--- src/rtl/usb4_lane_pkg.sv ---
// rtl/usb4_lane_pkg.sv - USB4 lane-0 ordered-set codes, header constants and PRBS11 parameters
package usb4_lane_pkg;

  localparam logic [3:0] OS_SLOS1   = 4'd0;
  localparam logic [3:0] OS_SLOS2   = 4'd1;
  localparam logic [3:0] OS_TS1_G3  = 4'd2;
  localparam logic [3:0] OS_TS2_G3  = 4'd3;
  localparam logic [3:0] OS_TS1_G4  = 4'd4;
  localparam logic [3:0] OS_TS2_G4  = 4'd5;
  localparam logic [3:0] OS_TS3_G4  = 4'd6;
  localparam logic [3:0] OS_TS4_G4  = 4'd7;
  localparam logic [3:0] OS_NONE    = 4'hF;

  localparam logic [63:0] TS1_GEN3      = 64'h01010000000064F2;
  localparam logic [63:0] TS2_GEN3      = 64'h01000000000064F2;
  localparam logic [31:0] TS1_GEN4      = 32'h7E02D0F0;
  localparam logic [31:0] TS2_GEN4      = 32'h7E04B0F0;
  localparam logic [31:0] TS3_GEN4      = 32'h7E0690F0;
  localparam logic [31:0] TS4_GEN4_BASE = 32'h7E0F0000;

  localparam logic [10:0] PRBS11_SEED  = 11'b10000000000;
  localparam int          PRBS11_TAP_A = 10;
  localparam int          PRBS11_TAP_B = 8;

  // TS4 carries its counter N in byte 1 and the complement 4'hF-N in the top nibble of byte 0.
  function automatic logic ts4_match(input logic [31:0] w);
    logic [3:0] n;
    n = w[11:8];
    return (w[31:16] == TS4_GEN4_BASE[31:16]) && (w[15:12] == 4'h0) &&
           (n != 4'h0) && (w[7:0] == {4'hF - n, 4'h0});
  endfunction

endpackage

--- src/rtl/prbs11_checker.sv ---
// rtl/prbs11_checker.sv - self-synchronising PRBS11 checker for SLOS1 (true) and SLOS2 (inverted)
module prbs11_checker import usb4_lane_pkg::*; #(
  parameter logic [10:0] SEED       = PRBS11_SEED,
  parameter int          LOCK_BYTES = 4,
  parameter int          SLOS_BYTES = 256
) (
  input  logic       clk,
  input  logic       rst_n,
  input  logic [7:0] rx_byte,
  input  logic       rx_en,
  input  logic       clear,
  output logic       slos1_lock,
  output logic       slos2_lock,
  output logic       report,
  output logic       err
);

  localparam int CW = $clog2(LOCK_BYTES + 1);
  localparam int PW = $clog2(SLOS_BYTES);

  logic [10:0]   hist_q, hist_d;
  logic [3:0]    fill_q, fill_d;
  logic [CW-1:0] cnt1_q, cnt1_d, cnt2_q, cnt2_d;
  logic          lock1_q, lock1_d, lock2_q, lock2_d;
  logic [PW-1:0] period_q, period_d;

  logic [10:0] h;
  logic [3:0]  f;
  logic        ok1, ok2, tap, full;

  always_comb begin
    hist_d   = hist_q;
    fill_d   = fill_q;
    cnt1_d   = cnt1_q;
    cnt2_d   = cnt2_q;
    lock1_d  = lock1_q;
    lock2_d  = lock2_q;
    period_d = period_q;
    report   = 1'b0;
    err      = 1'b0;
    h        = hist_q;
    f        = fill_q;
    ok1      = 1'b1;
    ok2      = 1'b1;
    tap      = 1'b0;
    full     = (fill_q == 4'd11);
    if (clear) begin
      hist_d   = SEED;
      fill_d   = '0;
      cnt1_d   = '0;
      cnt2_d   = '0;
      lock1_d  = 1'b0;
      lock2_d  = 1'b0;
      period_d = '0;
    end else if (rx_en) begin
      for (int i = 7; i >= 0; i--) begin
        if (f < 4'd11) begin
          f = f + 4'd1;
        end else begin
          tap = h[PRBS11_TAP_A] ^ h[PRBS11_TAP_B];
          if (rx_byte[i] != tap) ok1 = 1'b0;
          if (rx_byte[i] == tap) ok2 = 1'b0;
        end
        h = {h[9:0], rx_byte[i]};
      end
      hist_d = h;
      fill_d = f;
      // A constant history satisfies the recurrence trivially and must never count as lock.
      if (!ok1 || h == 11'h000) begin
        err     = lock1_q && !ok1;
        cnt1_d  = '0;
        lock1_d = 1'b0;
      end else if (full) begin
        if (lock1_q) begin
          if (period_q == PW'(SLOS_BYTES - 1)) begin
            report   = 1'b1;
            period_d = '0;
          end else begin
            period_d = period_q + 1'b1;
          end
        end else if (cnt1_q == CW'(LOCK_BYTES - 1)) begin
          report   = 1'b1;
          lock1_d  = 1'b1;
          cnt1_d   = cnt1_q + 1'b1;
          period_d = '0;
        end else begin
          cnt1_d = cnt1_q + 1'b1;
        end
      end
      if (!ok2 || h == 11'h7FF) begin
        err     = err | (lock2_q && !ok2);
        cnt2_d  = '0;
        lock2_d = 1'b0;
      end else if (full) begin
        if (lock2_q) begin
          if (period_q == PW'(SLOS_BYTES - 1)) begin
            report   = 1'b1;
            period_d = '0;
          end else begin
            period_d = period_q + 1'b1;
          end
        end else if (cnt2_q == CW'(LOCK_BYTES - 1)) begin
          report   = 1'b1;
          lock2_d  = 1'b1;
          cnt2_d   = cnt2_q + 1'b1;
          period_d = '0;
        end else begin
          cnt2_d = cnt2_q + 1'b1;
        end
      end
    end
  end

  assign slos1_lock = lock1_d;
  assign slos2_lock = lock2_d;

  always_ff @(posedge clk or negedge rst_n) begin
    if (!rst_n) begin
      hist_q   <= SEED;
      fill_q   <= '0;
      cnt1_q   <= '0;
      cnt2_q   <= '0;
      lock1_q  <= 1'b0;
      lock2_q  <= 1'b0;
      period_q <= '0;
    end else begin
      hist_q   <= hist_d;
      fill_q   <= fill_d;
      cnt1_q   <= cnt1_d;
      cnt2_q   <= cnt2_d;
      lock1_q  <= lock1_d;
      lock2_q  <= lock2_d;
      period_q <= period_d;
    end
  end

endmodule

--- src/rtl/data_bus_receive.sv ---
// rtl/data_bus_receive.sv - USB4 lane-0 receive path: ordered-set detection and data-mode forwarding
module data_bus_receive import usb4_lane_pkg::*; #(
  parameter logic [10:0] SEED            = PRBS11_SEED,
  parameter int          PRBS_LOCK_BYTES = 4,
  parameter int          SLOS_BYTES      = 256
) (
  input  logic       fsm_clk,
  input  logic       rst,
  input  logic [7:0] lane_0_rx,
  input  logic       lane_0_rx_en,
  input  logic       gen4_mode,
  input  logic       data_mode,
  output logic [3:0] os_in,
  output logic       os_valid,
  output logic [3:0] ts4_index,
  output logic       prbs_err,
  output logic [7:0] transport_layer_data_out,
  output logic       transport_data_valid
);

  // Only 56 bits are stored; the 64-bit window is always {stored, incoming byte}.
  logic [55:0] win_q, win_d;
  logic [3:0]  cnt_q, cnt_d;
  logic        gen4_q, gen4_d;
  logic [3:0]  os_in_q, os_in_d;
  logic        os_valid_q, os_valid_d;
  logic [3:0]  ts4_q, ts4_d;
  logic        prbs_err_q, prbs_err_d;
  logic [7:0]  tdata_q, tdata_d;
  logic        tvalid_q, tvalid_d;

  logic [63:0] win_full;
  logic [3:0]  base_cnt, cnt_inc, ts_code;
  logic        ts_hit;
  logic        chk_slos1_lock, chk_slos2_lock, chk_report, chk_err;

  prbs11_checker #(
    .SEED       (SEED),
    .LOCK_BYTES (PRBS_LOCK_BYTES),
    .SLOS_BYTES (SLOS_BYTES)
  ) u_prbs11_checker (
    .clk        (fsm_clk),
    .rst_n      (rst),
    .rx_byte    (lane_0_rx),
    .rx_en      (lane_0_rx_en),
    .clear      (data_mode),
    .slos1_lock (chk_slos1_lock),
    .slos2_lock (chk_slos2_lock),
    .report     (chk_report),
    .err        (chk_err)
  );

  always_comb begin
    win_full = {win_q, lane_0_rx};
    base_cnt = (gen4_mode != gen4_q) ? 4'd0 : cnt_q;
    cnt_inc  = (base_cnt == 4'd8) ? 4'd8 : base_cnt + 4'd1;
    ts_hit   = 1'b0;
    ts_code  = OS_NONE;
    if (!gen4_mode) begin
      if (cnt_inc == 4'd8) begin
        if (win_full == TS1_GEN3) begin
          ts_hit = 1'b1; ts_code = OS_TS1_G3;
        end else if (win_full == TS2_GEN3) begin
          ts_hit = 1'b1; ts_code = OS_TS2_G3;
        end
      end
    end else if (cnt_inc >= 4'd4) begin
      if (win_full[31:0] == TS1_GEN4) begin
        ts_hit = 1'b1; ts_code = OS_TS1_G4;
      end else if (win_full[31:0] == TS2_GEN4) begin
        ts_hit = 1'b1; ts_code = OS_TS2_G4;
      end else if (win_full[31:0] == TS3_GEN4) begin
        ts_hit = 1'b1; ts_code = OS_TS3_G4;
      end else if (ts4_match(win_full[31:0])) begin
        ts_hit = 1'b1; ts_code = OS_TS4_G4;
      end
    end
  end

  always_comb begin
    win_d      = win_q;
    cnt_d      = base_cnt;
    gen4_d     = gen4_mode;
    os_in_d    = os_in_q;
    os_valid_d = 1'b0;
    ts4_d      = ts4_q;
    prbs_err_d = 1'b0;
    tdata_d    = tdata_q;
    tvalid_d   = 1'b0;
    if (data_mode) begin
      win_d = '0;
      cnt_d = '0;
      if (lane_0_rx_en) begin
        tdata_d  = lane_0_rx;
        tvalid_d = 1'b1;
      end
    end else if (lane_0_rx_en) begin
      win_d      = win_full[55:0];
      cnt_d      = cnt_inc;
      prbs_err_d = chk_err;
      // Clearing the count on a match forces the next ordered set to arrive in full.
      if (ts_hit) begin
        os_valid_d = 1'b1;
        os_in_d    = ts_code;
        cnt_d      = '0;
        if (ts_code == OS_TS4_G4) ts4_d = win_full[11:8];
      end else if (chk_report && chk_slos1_lock) begin
        os_valid_d = 1'b1;
        os_in_d    = OS_SLOS1;
      end else if (chk_report && chk_slos2_lock) begin
        os_valid_d = 1'b1;
        os_in_d    = OS_SLOS2;
      end
    end
  end

  always_ff @(posedge fsm_clk or negedge rst) begin
    if (!rst) begin
      win_q      <= '0;
      cnt_q      <= '0;
      gen4_q     <= 1'b0;
      os_in_q    <= OS_NONE;
      os_valid_q <= 1'b0;
      ts4_q      <= '0;
      prbs_err_q <= 1'b0;
      tdata_q    <= '0;
      tvalid_q   <= 1'b0;
    end else begin
      win_q      <= win_d;
      cnt_q      <= cnt_d;
      gen4_q     <= gen4_d;
      os_in_q    <= os_in_d;
      os_valid_q <= os_valid_d;
      ts4_q      <= ts4_d;
      prbs_err_q <= prbs_err_d;
      tdata_q    <= tdata_d;
      tvalid_q   <= tvalid_d;
    end
  end

  assign os_in                    = os_in_q;
  assign os_valid                 = os_valid_q;
  assign ts4_index                = ts4_q;
  assign prbs_err                 = prbs_err_q;
  assign transport_layer_data_out = tdata_q;
  assign transport_data_valid     = tvalid_q;

endmodule

--- config.mk ---
export PLATFORM = sky130hd
export DESIGN_NAME = data_bus_receive
export DESIGN_NICKNAME = d
export VERILOG_FILES = /design/src/rtl/usb4_lane_pkg.sv /design/src/rtl/prbs11_checker.sv /design/src/rtl/data_bus_receive.sv
export SDC_FILE = /design/constraint.sdc
export NUM_CORES = 1
export LEC_CHECK = 0
export CORE_MARGIN = 1
export CORE_UTILIZATION = 26
export CTS_CLUSTER_SIZE = 14
export DETAILED_ROUTE_END_ITERATION = 10
export PLACE_DENSITY_LB_ADDON = 0.08
export SLEW_MARGIN = 20
export SYNTH_ARGS = -nofsm -noshare
export SYNTH_HDL_FRONTEND = slang
export SYNTH_SLANG_ARGS = --single-unit
--- constraint.sdc ---
create_clock -name fsm_clk -period 6.2 [get_ports fsm_clk]
set_clock_uncertainty 0.05 [all_clocks]
set_input_delay 1.24 -clock fsm_clk [delete_from_list [all_inputs] [get_ports fsm_clk]]
set_output_delay 1.24 -clock fsm_clk [all_outputs]
set_load 0.02 [all_outputs]
==> flow_summary.yaml, run 1 <==
outcome:
  status: "completed"
critical_path:
  cp_cell_sequence: "ha_1 > o21ai_2 > mux2_2 > ha_1 > xnor2_2 > o22ai_1 > or4_1 > inv_1 > ha_1 > nand2b_1 > a31oi_1 > o22ai_2 > nand2_1 > mux2_2 > ha_1 > and2_1 > a41o_1 > or4_1 > o2bb2ai_1 > a21o_1 > a221oi_2"
  critPathTopFamily: "compound AO/OA/AOI/OAI gates"
  timing.rr.end: "os_in[0]"
  crit_path_max_fanout: 8
  reg2reg_depth: 21
  crit_top_cell: "ha_1"
  worst_path_max_delay_cell: "or4_1"
  end_kind: "register"
  worstPathArrival_ps: 5950
  worst-path-buf-inv: 1
  r2r_setup_slack_ps: 480
  reg2reg_from: "u_prbs11_checker.fill_q[0]"
  crit_type: "register to register"
  worst_ep_required_time_ps: 6420
  worst_setup_path_start_kind: "register"
  critPathMaxStageDelay_ps: 560
clock_network:
  cts_hold_buf: 0
  cts-resized-gates: 0
  cts_sinks: 101
  cts_buffers: 9
  clkLatencyLatePin_ps: 360
  cts_setup_buffers: 0
  h-tree-depth: 3
  clk_pin_slew_ps: 70
  cts_tree: "done"
  root_buffer: "clkbuf_16"
  max-clock-path-buffers: 2
global_route:
  grt_use_met2: 0.2377
  grtUsageMet3: 0.02864
  grt_use_total: 0.1431
  grt_overflow: 0
  grt_max_degree: 80
  grtUsageMet1: 0.1881
  busiest_layer: "met2"
  antenna_found_initial: 0
  grt_pass1_vias: 4691
  grt_pass1_wl_mm: 26.23
place:
  dp_hpwl_mm: 11.32
  port_buffers: 31
  dp_slack_ps: 365.2
  dpl-instance-area_um2: 6495
  place_congestion: 0.8210
detailed_routing:
  vias: 4599
  wl_per_cell_um: 17.54
  final_antenna_net_count: 0
  wirelength_mm: 16.05
  drt_iter0_markers: 258
  via_per_inst: 5.026
  drc: 0
  firstDrtPassIters: 5
die:
  core_area_um2: 22090
  num_rows: 54
  die_w_um: 153.0
  die_h_um: 153.0
  ios: 32
  die-area_um2: 23420
  start_util: 0.2685
timing:
  setup_viol: 0
  rsz0062_at_grt: "no"
  fin_crit_sh: 0.9231
  finalCriticalPeriod_ps: 5723
  layout_setup_ws_ps: 476.7
  worst_pin_slew_ps: 901.5
  fmax_mhz: 174.7
  drv_slew: 0
  hold_violations: 0
  final.setup.tns_ps: 0
  fin_hold_ws_ps: 443.6
  maxSlewHeadroom: 0.3990
final_layout:
  final_nets: 655
  fillers: 2274
  num_antenna_cells: 0
  multiInputGateArea_um2: 3193
  layout-drive-gt1-share: 0.09291
  regArea_um2: 2534
  fin_area_um2: 6815
  area_delta_synth_final_pct: 14.89
logic_synthesis:
  synth_cell_type_count: 73
  yosys_warnings: 0
  synth-edff-count: 0
  synthesis.instances: 615
  synthesis.area_um2: 5932
  ys_ff_latch: 101
  yosys.area.top_type_share: 0.4050
  seq_area_frac_synth: 0.4271
  syn-num-nets: 640
  synth_area_leaders: "dfrtp_1 (40%), mux2i_1 (10%), nor2_1 (5.7%)"
  synth-async-reset-ratio: 1.000
  avgSynthCellArea_um2: 9.645
  synth_area_leader_cell: "dfrtp_1"
  synthFlopType: "dfrtp_1"
power:
  powerDensity_nw_per_um2: 341.4
  vdd_drop_max_v: 0.0001348
  leakagePower_nw: 2.930
hold_path:
  hold_end: "ts4_index[1]"
  min_path_cells: 1
  min_path_type: "register to register"
  worstHoldStart: "ts4_index[1]"
job:
  maxCapViolations: 0
## cell usage after synthesis (6+ instances only)
cell and number:
nor3_1 8, nor4_1 13, dfrtp_1 96, nand3_1 19, a21oi_1 10, nand2b_1 13, or3_1 10, nor2_1 90
nand2_1 34, buf_1 8, xnor2_1 21, or4_1 8, nor2b_1 6, nand4_1 6, mux2_2 12, a31oi_1 9
o21ai_0 15, xor2_1 11, inv_1 16, and2_1 6, ha_1 12, a211oi_1 7, clkbuf_1 21, mux2i_1 62
## metrics by stage
stage	instances	utilization	total power, mW
floorplan	615	-	1.507
CTS	915	0.3078	2.355
finish	915	0.3085	2.327
global placement	899	0.2940	1.762
global route	915	0.3085	2.518
detailed placement	899	0.2940	1.758
## registers in the layout, summed over array words and instances (netlist names)
register                   count
prbs_err                       1
win_q                         56
os_valid                       1
u_prbs11_checker.lock1_q       1
u_prbs11_checker.lock2_q       1
transport_layer_data_out       8
u_prbs11_checker.fill_q        4
u_prbs11_checker.period_q      8
os_in                          4
gen4_q                         1
cnt_q                          4
u_prbs11_checker.cnt1_q        3
u_prbs11_checker.cnt2_q        3
ts4_index                      4
u_prbs11_checker.hist_q        1
transport_data_valid           1
## cell type report
type,instances,area share
Sequential cell,101,0.3718
Timing Repair Buffer,40,0.05453
Clock buffer,10,0.03507
Inverter,16,0.008812
Multi-Input combinational cell,462,0.4685
Tap cell,280,0.05140
Clock inverter,6,0.009914
## metal layers
| metal | routed length (µm) | up-vias |
|---|---|---|
| met5 | 0 | - |
| met4 | 233 | 0 |
| met3 | 404 | 19 |
| met2 | 7811 | 73 |
| met1 | 7604 | 2266 |
| li1 | - | 2241 |
## cell usage in the layout, fill, tap and decap left out, types with 12 or more instances in the layout
| master | Yosys | routed |
|---|---|---|
| nor2_1 | 90 | 90 |
| clkdlybuf4s50_1 | 0 | 28 |
| nand2_1 | 34 | 34 |
| mux2i_1 | 62 | 62 |
| mux2_2 | 12 | 12 |
| nor4_1 | 13 | 13 |
| ha_1 | 12 | 12 |
| inv_1 | 16 | 16 |
| nand2b_1 | 13 | 13 |
| nand3_1 | 19 | 19 |
| dfrtp_1 | 96 | 96 |
| o21ai_0 | 15 | 15 |
| xnor2_1 | 21 | 21 |
## how the worst max path moves through the flow
stage,start,endpoint,cells after the start
after floorplan,u_prbs11_checker.fill_q[0],os_in[0],24
after global placement,u_prbs11_checker.fill_q[0],os_in[0],21
after detailed placement,u_prbs11_checker.fill_q[0],os_in[0],21
after CTS,u_prbs11_checker.fill_q[0],os_in[0],21
after global routing,u_prbs11_checker.fill_q[0],os_in[0],22
final,u_prbs11_checker.fill_q[0],os_in[0],21
## power by group
part	switching [mW]	leakage (nW)	internal, mW	total (mW)
Sequential	0.0222	1.36	0.685	0.707
Combinational	0.632	1.42	0.411	1.04
Clock	0.281	0.149	0.295	0.576
Total	0.936	2.93	1.39	2.33
## logic make-up (layout without fill, tap and decap cells)
logic type               count (synthesis)  after routing  synth area share
AND/OR/NAND/NOR                        241            241            0.2057
XOR/XNOR                                34             34           0.05273
buffers and inverters                   52             72           0.03628
AO/OA/AOI/OAI                           98             98            0.1198
flip-flops                             101            101            0.4271
adder cells (fa/ha/maj)                 12             12           0.02531
multiplexers                            77             77            0.1331
(Power assumes the default switching activity.)
==> run 2: changes to the inputs <==
--- a/config.mk
+++ b/config.mk
@@ -13,4 +13,5 @@
 export SLEW_MARGIN = 20
 export SYNTH_ARGS = -nofsm -noshare
 export SYNTH_HDL_FRONTEND = slang
+export SYNTH_HIERARCHICAL = 1
 export SYNTH_SLANG_ARGS = --single-unit
==> run 2 against run 1 <==
Wire length up 13%; utilization down 0.87 points; design area up 14%; clock power up 1%; critical path type unchanged; die area up 15%; synthesized cell count up 12%; synthesized area up 16%; register-to-register slack better by 20 ps; critical endpoint unchanged; highest routed layer unchanged; power up 7.3%.
==> flow_summary.yaml, run 2 <==
logic_synthesis:
  ys_ff_latch: 111
  synth_cell_type_count: 105
  synthesis.instances: 687
  seq_area_frac_synth: 0.4059
  yosys.area.top_type_share: 0.3868
  synthTopCellsByCount: "dfrtp_1 (106), nor2_1 (102), mux2i_1 (71)"
  synth_area_leader_cell: "dfrtp_1"
  synthesis.area_um2: 6858
  avgSynthCellArea_um2: 9.982
  synth_most_common_cell: "dfrtp_1"
  yosys_warnings: 6
  synth-edff-count: 0
  synth_area_leaders: "dfrtp_1 (39%), mux2i_1 (10%), nor2_1 (5.6%)"
  synthFlopType: "dfrtp_1"
  synth-async-reset-ratio: 1.000
  syn-num-nets: 712
timing:
  fin_crit_sh: 0.9196
  fin_hold_ws_ps: 435.2
  maxSlewHeadroom: 0.2873
  fmax_mhz: 175.4
  worst_pin_slew_ps: 1069
  setup_viol: 0
  drv_slew: 0
  finalCriticalPeriod_ps: 5702
  hold_violations: 0
  final.setup.tns_ps: 0
  rsz0062_at_grt: "no"
critical_path:
  worstPathArrival_ps: 5940
  worst_setup_path_start_kind: "register"
  worst_ep_required_time_ps: 6440
  crit_path_max_fanout: 8
  crit_type: "register to register"
  end_kind: "register"
power:
  leakagePower_nw: 3.346
  vdd_drop_max_v: 0.0001769
  powerDensity_nw_per_um2: 320.4
die:
  ios: 32
  die_w_um: 164.4
  num_rows: 59
  core_area_um2: 25980
  die_h_um: 164.4
  die-area_um2: 27030
  start_util: 0.2639
final_layout:
  regMostFlops: "win_q"
  num_antenna_cells: 0
  area_delta_synth_final_pct: 13.57
  final_nets: 732
  layout-drive-gt1-share: 0.1376
  fillers: 2732
  final_common_cell: "dfrtp_1"
  largest_reg_flops: 56
  reg_top3: "win_q x56, u_prbs11_checker/hist_q x11"
  layout_common_cells: "dfrtp_1 (106), nor2_1 (101), mux2i_1 (71)"
clock_network:
  h-tree-depth: 3
  cts_hold_buf: 0
  root_buffer: "clkbuf_16"
  cts_buffers: 9
  cts_tree: "done"
  cts_sinks: 111
  clkLatencyLatePin_ps: 360
  clk_pin_slew_ps: 80
  max-clock-path-buffers: 2
detailed_routing:
  wirelength_mm: 18.20
  drt_iter0_markers: 219
  via_per_inst: 4.913
  vias: 5144
  firstDrtPassIters: 4
  wl_per_cell_um: 17.38
  final_antenna_net_count: 0
  drc: 0
global_route:
  grt_use_total: 0.1433
  antenna_found_initial: 0
  grt_overflow: 0
  grt_pass1_wl_mm: 29.72
  grt_pass1_vias: 5202
  grt_max_degree: 67
place:
  place_congestion: 0.8298
  port_buffers: 31
  dp_hpwl_mm: 12.74
job:
  maxCapViolations: 0
hold_path:
  min_path_type: "register to register"
outcome:
  status: "completed"
==> run 2: cell types whose count changed in the layout (fill, tap and decap cells not counted), moves of 4 or more <==
cell,change
or4_1,-7
dfrtp_1,+10
or3_1,-6
mux2i_1,+9
nor2_2,+4
a31oi_1,-6
nand3_1,+6
a21o_1,+4
nor2_1,+11
o211ai_1,+4
nor3_1,+5
==> run 2: layout make-up <==
type	count	area, µm²	share of cell area
well taps	335	419.2	0.05382
clock buffers	10	229.0	0.02940
clock inverters	6	61.31	0.007871
multi-input cells	524	3841	0.4932
flip-flops and latches	111	2784	0.3574
inverters	19	71.32	0.009157
repair buffers	42	382.9	0.04916
==> run 2: worst paths after layout <==
kind | start | to | slack (ps) | cells past startpoint
worst max-delay path | u_prbs11_checker/fill_q[0] | os_in[0] | 500 | 26
worst min-delay path | os_in[3] | os_in[3] | 440 | 1
worst max register to register | u_prbs11_checker/fill_q[0] | os_in[0] | 500 | 26
worst min register to register | os_in[3] | os_in[3] | 440 | 1
max in group asynchronous | rst | win_q[24] | 3970 | 2
min in group asynchronous | rst | u_prbs11_checker/fill_q[2] | 930 | 1
==> run 2: timing repair <==
| item | CTS | global route |
|---|---|---|
| resized for setup | 0 | 5 |
| setup endpoints to repair | 0 | 5 |
| buffers inserted | 0 | 1 |
==> run 2: stage by stage <==
step                      power (mW)  area (µm²)  setup WS (ps)  cells  utilization
final                          2.495        7789          498.3   1047       0.2997
after global routing           2.672        7789          21.14   1047       0.2997
after CTS                      2.523        7759          271.4   1046       0.2986
after detailed placement       1.914        7468          301.8   1030       0.2874
after global placement         1.922        7468          434.9   1030       0.2874
after floorplan                1.661        6858          715.5    687            -
==> run 2: cell families (layout without fill, tap and decap cells) <==
| kind of cell | count (synthesis) | count (layout) | synth area share |
|---|---|---|---|
| and+or+nand+nor | 279 | 279 | 0.2202 |
| AOI/OAI and AO/OA | 111 | 111 | 0.1367 |
| DFF | 111 | 111 | 0.4059 |
| muxes | 86 | 86 | 0.1299 |
| buffers and inverters | 52 | 77 | 0.03722 |
| xor gates and xnor gates | 36 | 36 | 0.04817 |
| adders and majority gates | 12 | 12 | 0.02189 |
==> run 2: metal layers <==
layer	wire length (µm)	global-route usage
met1	8711	0.1896
met2	8895	0.2434
met3	400	0.02511
met4	187	0.03044
met5	0	0
==> run 2: critical path, stage by stage (launching register included) <==
cell and delay, ps:
dfrtp_1 390, ha_1 240, o21ai_4 220, mux2i_1 240, inv_1 60, ha_1 300
xor2_1 190, o211ai_1 420, inv_2 130, ha_1 290, nand2b_1 180, a31oi_1 190
a2bb2oi_2 340, nor2_2 120, xnor2_2 250, ha_1 290, nand2_1 60, or2_2 280
o311ai_2 280, nor2_2 120, o21a_2 150, o21bai_1 210, nor2_1 110, o21a_1 190
nor2_1 100, nand3_1 90, o211a_1 140
==> run 2: where the power goes <==
| group | leakage [nW] | internal, mW | total, mW | switching, mW |
|---|---|---|---|---|
| Clock | 0.138 | 0.284 | 0.584 | 0.300 |
| Combinational | 1.71 | 0.462 | 1.13 | 0.667 |
| Sequential | 1.49 | 0.754 | 0.783 | 0.0284 |
==> run 3: changes to the inputs <==
==> constraint.sdc (replaced) <==
create_clock -name fsm_clk -period 5.7 [get_ports fsm_clk]
set_clock_uncertainty 0.05 [all_clocks]
set_input_delay 1.14 -clock fsm_clk [delete_from_list [all_inputs] [get_ports fsm_clk]]
set_output_delay 1.14 -clock fsm_clk [all_outputs]
set_load 0.02 [all_outputs]
==> run 3 against run 2 <==
Power grew 10%; critical path depth is 1 higher; first-iteration DRC count increased by 28%; largest cell class unchanged.
==> flow_summary.yaml, run 3 (synthesized netlist as in run 2, its figures left out) <==
outcome:
  status: "completed"
timing:
  fmax_mhz: 190.2
  worst_pin_slew_ps: 1003
  drv_slew: 0
  finalCriticalPeriod_ps: 5257
  fin_crit_sh: 0.9223
  rsz0062_at_grt: "no"
  setup_viol: 0
  final.setup.tns_ps: 0
  hold_violations: 0
  maxSlewHeadroom: 0.3249
power:
  leakagePower_nw: 3.383
  vdd_drop_max_v: 0.0001625
  combPwrFrac: 0.451
  powerDensity_nw_per_um2: 350.8
  switching_share: 0.4014
  p_int_mw: 1.648
  clkPwrFrac: 0.240
  power_switching_mw: 1.105
  power_frac_seq: 0.309
detailed_routing:
  final_antenna_net_count: 0
  wl_per_cell_um: 17.28
  drc: 0
  vias: 5198
  drt_iter0_markers: 281
  wirelength_mm: 18.17
  firstDrtPassIters: 5
  via_per_inst: 4.941
clock_network:
  max-clock-path-buffers: 2
  cts_sinks: 111
  root_buffer: "clkbuf_16"
  clk_pin_slew_ps: 80
  h-tree-depth: 3
  cts_buffers: 9
  cts_tree: "done"
  clkLatencyLatePin_ps: 370
place:
  dp_hpwl_mm: 12.78
  place_inst: 1036
  port_buffers: 31
  place_congestion: 0.8373
critical_path:
  worst_setup_path_start_kind: "register"
  crit_path_max_fanout: 5
  worst_ep_required_time_ps: 5950
  crit_type: "register to register"
  worst_path_max_delay_cell: "dfrtp_1"
  end_kind: "register"
  crit_top_cell: "ha_1"
  worstPathArrival_ps: 5510
  critPathMaxStageDelay_ps: 380
die:
  die-area_um2: 27030
  core_area_um2: 25980
  num_rows: 59
  ios: 32
  start_util: 0.2639
  die_h_um: 164.4
  die_w_um: 164.4
global_route:
  grt_overflow: 0
  grt_pass1_vias: 5227
  grt_pass1_wl_mm: 29.75
  grt_max_degree: 70
  antenna_found_initial: 0
  grt_use_total: 0.1437
final_layout:
  final_nets: 737
  largest_reg_flops: 56
  stdcell_count: 1052
  area_delta_synth_final_pct: 14.43
  reg_top3: "win_q x56, u_prbs11_checker/hist_q x11"
  num_antenna_cells: 0
  final_util: 0.3020
  layout_common_cells: "dfrtp_1 (106), nor2_1 (101), mux2i_1 (71)"
  layout-drive-gt1-share: 0.1478
  final_common_cell: "dfrtp_1"
  regMostFlops: "win_q"
job:
  maxCapViolations: 0
hold_path:
  min_path_type: "register to register"
==> run 3: worst max-delay path: cells and delay by family, from the launching register on <==
kind / cells / cell delay [ps]
AND/OR/NAND/NOR: 11 / 1420
adder cells (fa/ha/maj): 4 / 930
multiplexers: 1 / 240
buffers and inverters: 1 / 70
AO/OA/AOI/OAI: 9 / 1840
XOR/XNOR: 1 / 260
flip-flops: 1 / 380
==> run 3: metal layers <==
metal | GRT usage | up-vias | part of all wire
met1 | 0.1957 | 2586 | 0.48
li1 | - | 2529 | -
met5 | 0 | - | 0
met3 | 0.02838 | 14 | 0.028
met4 | 0.04003 | 0 | 0.015
met2 | 0.2305 | 69 | 0.48
==> run 3: area by class of cell <==
cell class	count	area, µm²
Tap cell	335	419.2
Inverter	19	71.32
Sequential cell	111	2784
Fill cell	2741	18140
Timing Repair Buffer	47	420.4
Multi-Input combinational cell	524	3857
Clock buffer	9	225.2
Clock inverter	7	70.07
==> run 3: power groups by stage <==
stage	Clock, mW	Combinational, mW	Sequential, mW
after CTS	0.693	1.22	0.853
after floorplan	0	0.940	0.868
final	0.660	1.24	0.852
after global placement	0	1.22	0.866
after global routing	0.721	1.39	0.857
after detailed placement	0	1.21	0.868
==> run 3: worst paths after layout <==
check / startpoint / end / depth (start not counted) / slack [ps]
hold / removal: os_in[3] / os_in[3] / 1 / 440
setup reg to reg: u_prbs11_checker/fill_q[0] / os_in[0] / 27 / 440
min in group asynchronous: rst / transport_layer_data_out[5] / 1 / 880
setup / recovery: u_prbs11_checker/fill_q[0] / os_in[0] / 27 / 440
max in group asynchronous: rst / u_prbs11_checker/hist_q[7] / 2 / 3590
hold reg to reg: os_in[3] / os_in[3] / 1 / 440
==> run 3: per-stage QoR <==
stage / cell area [µm²] / hold WS (ps) / total power, mW / setup WS (ps)
after floorplan: 6858 / 427.8 / 1.807 / 215.5
after global placement: 7513 / 423.5 / 2.084 / 283.9
after detailed placement: 7513 / 432.8 / 2.083 / 103.4
after CTS: 7809 / 448.2 / 2.764 / 50.72
after global routing: 7848 / 452.5 / 2.966 / 10.77
final: 7848 / 443.3 / 2.753 / 442.7
==> run 3: repair_timing <==
action,CTS,global route
setup buffers,0,0
gates resized for setup,0,8
endpoints found under the setup margin,0,6
hold buffers,0,0
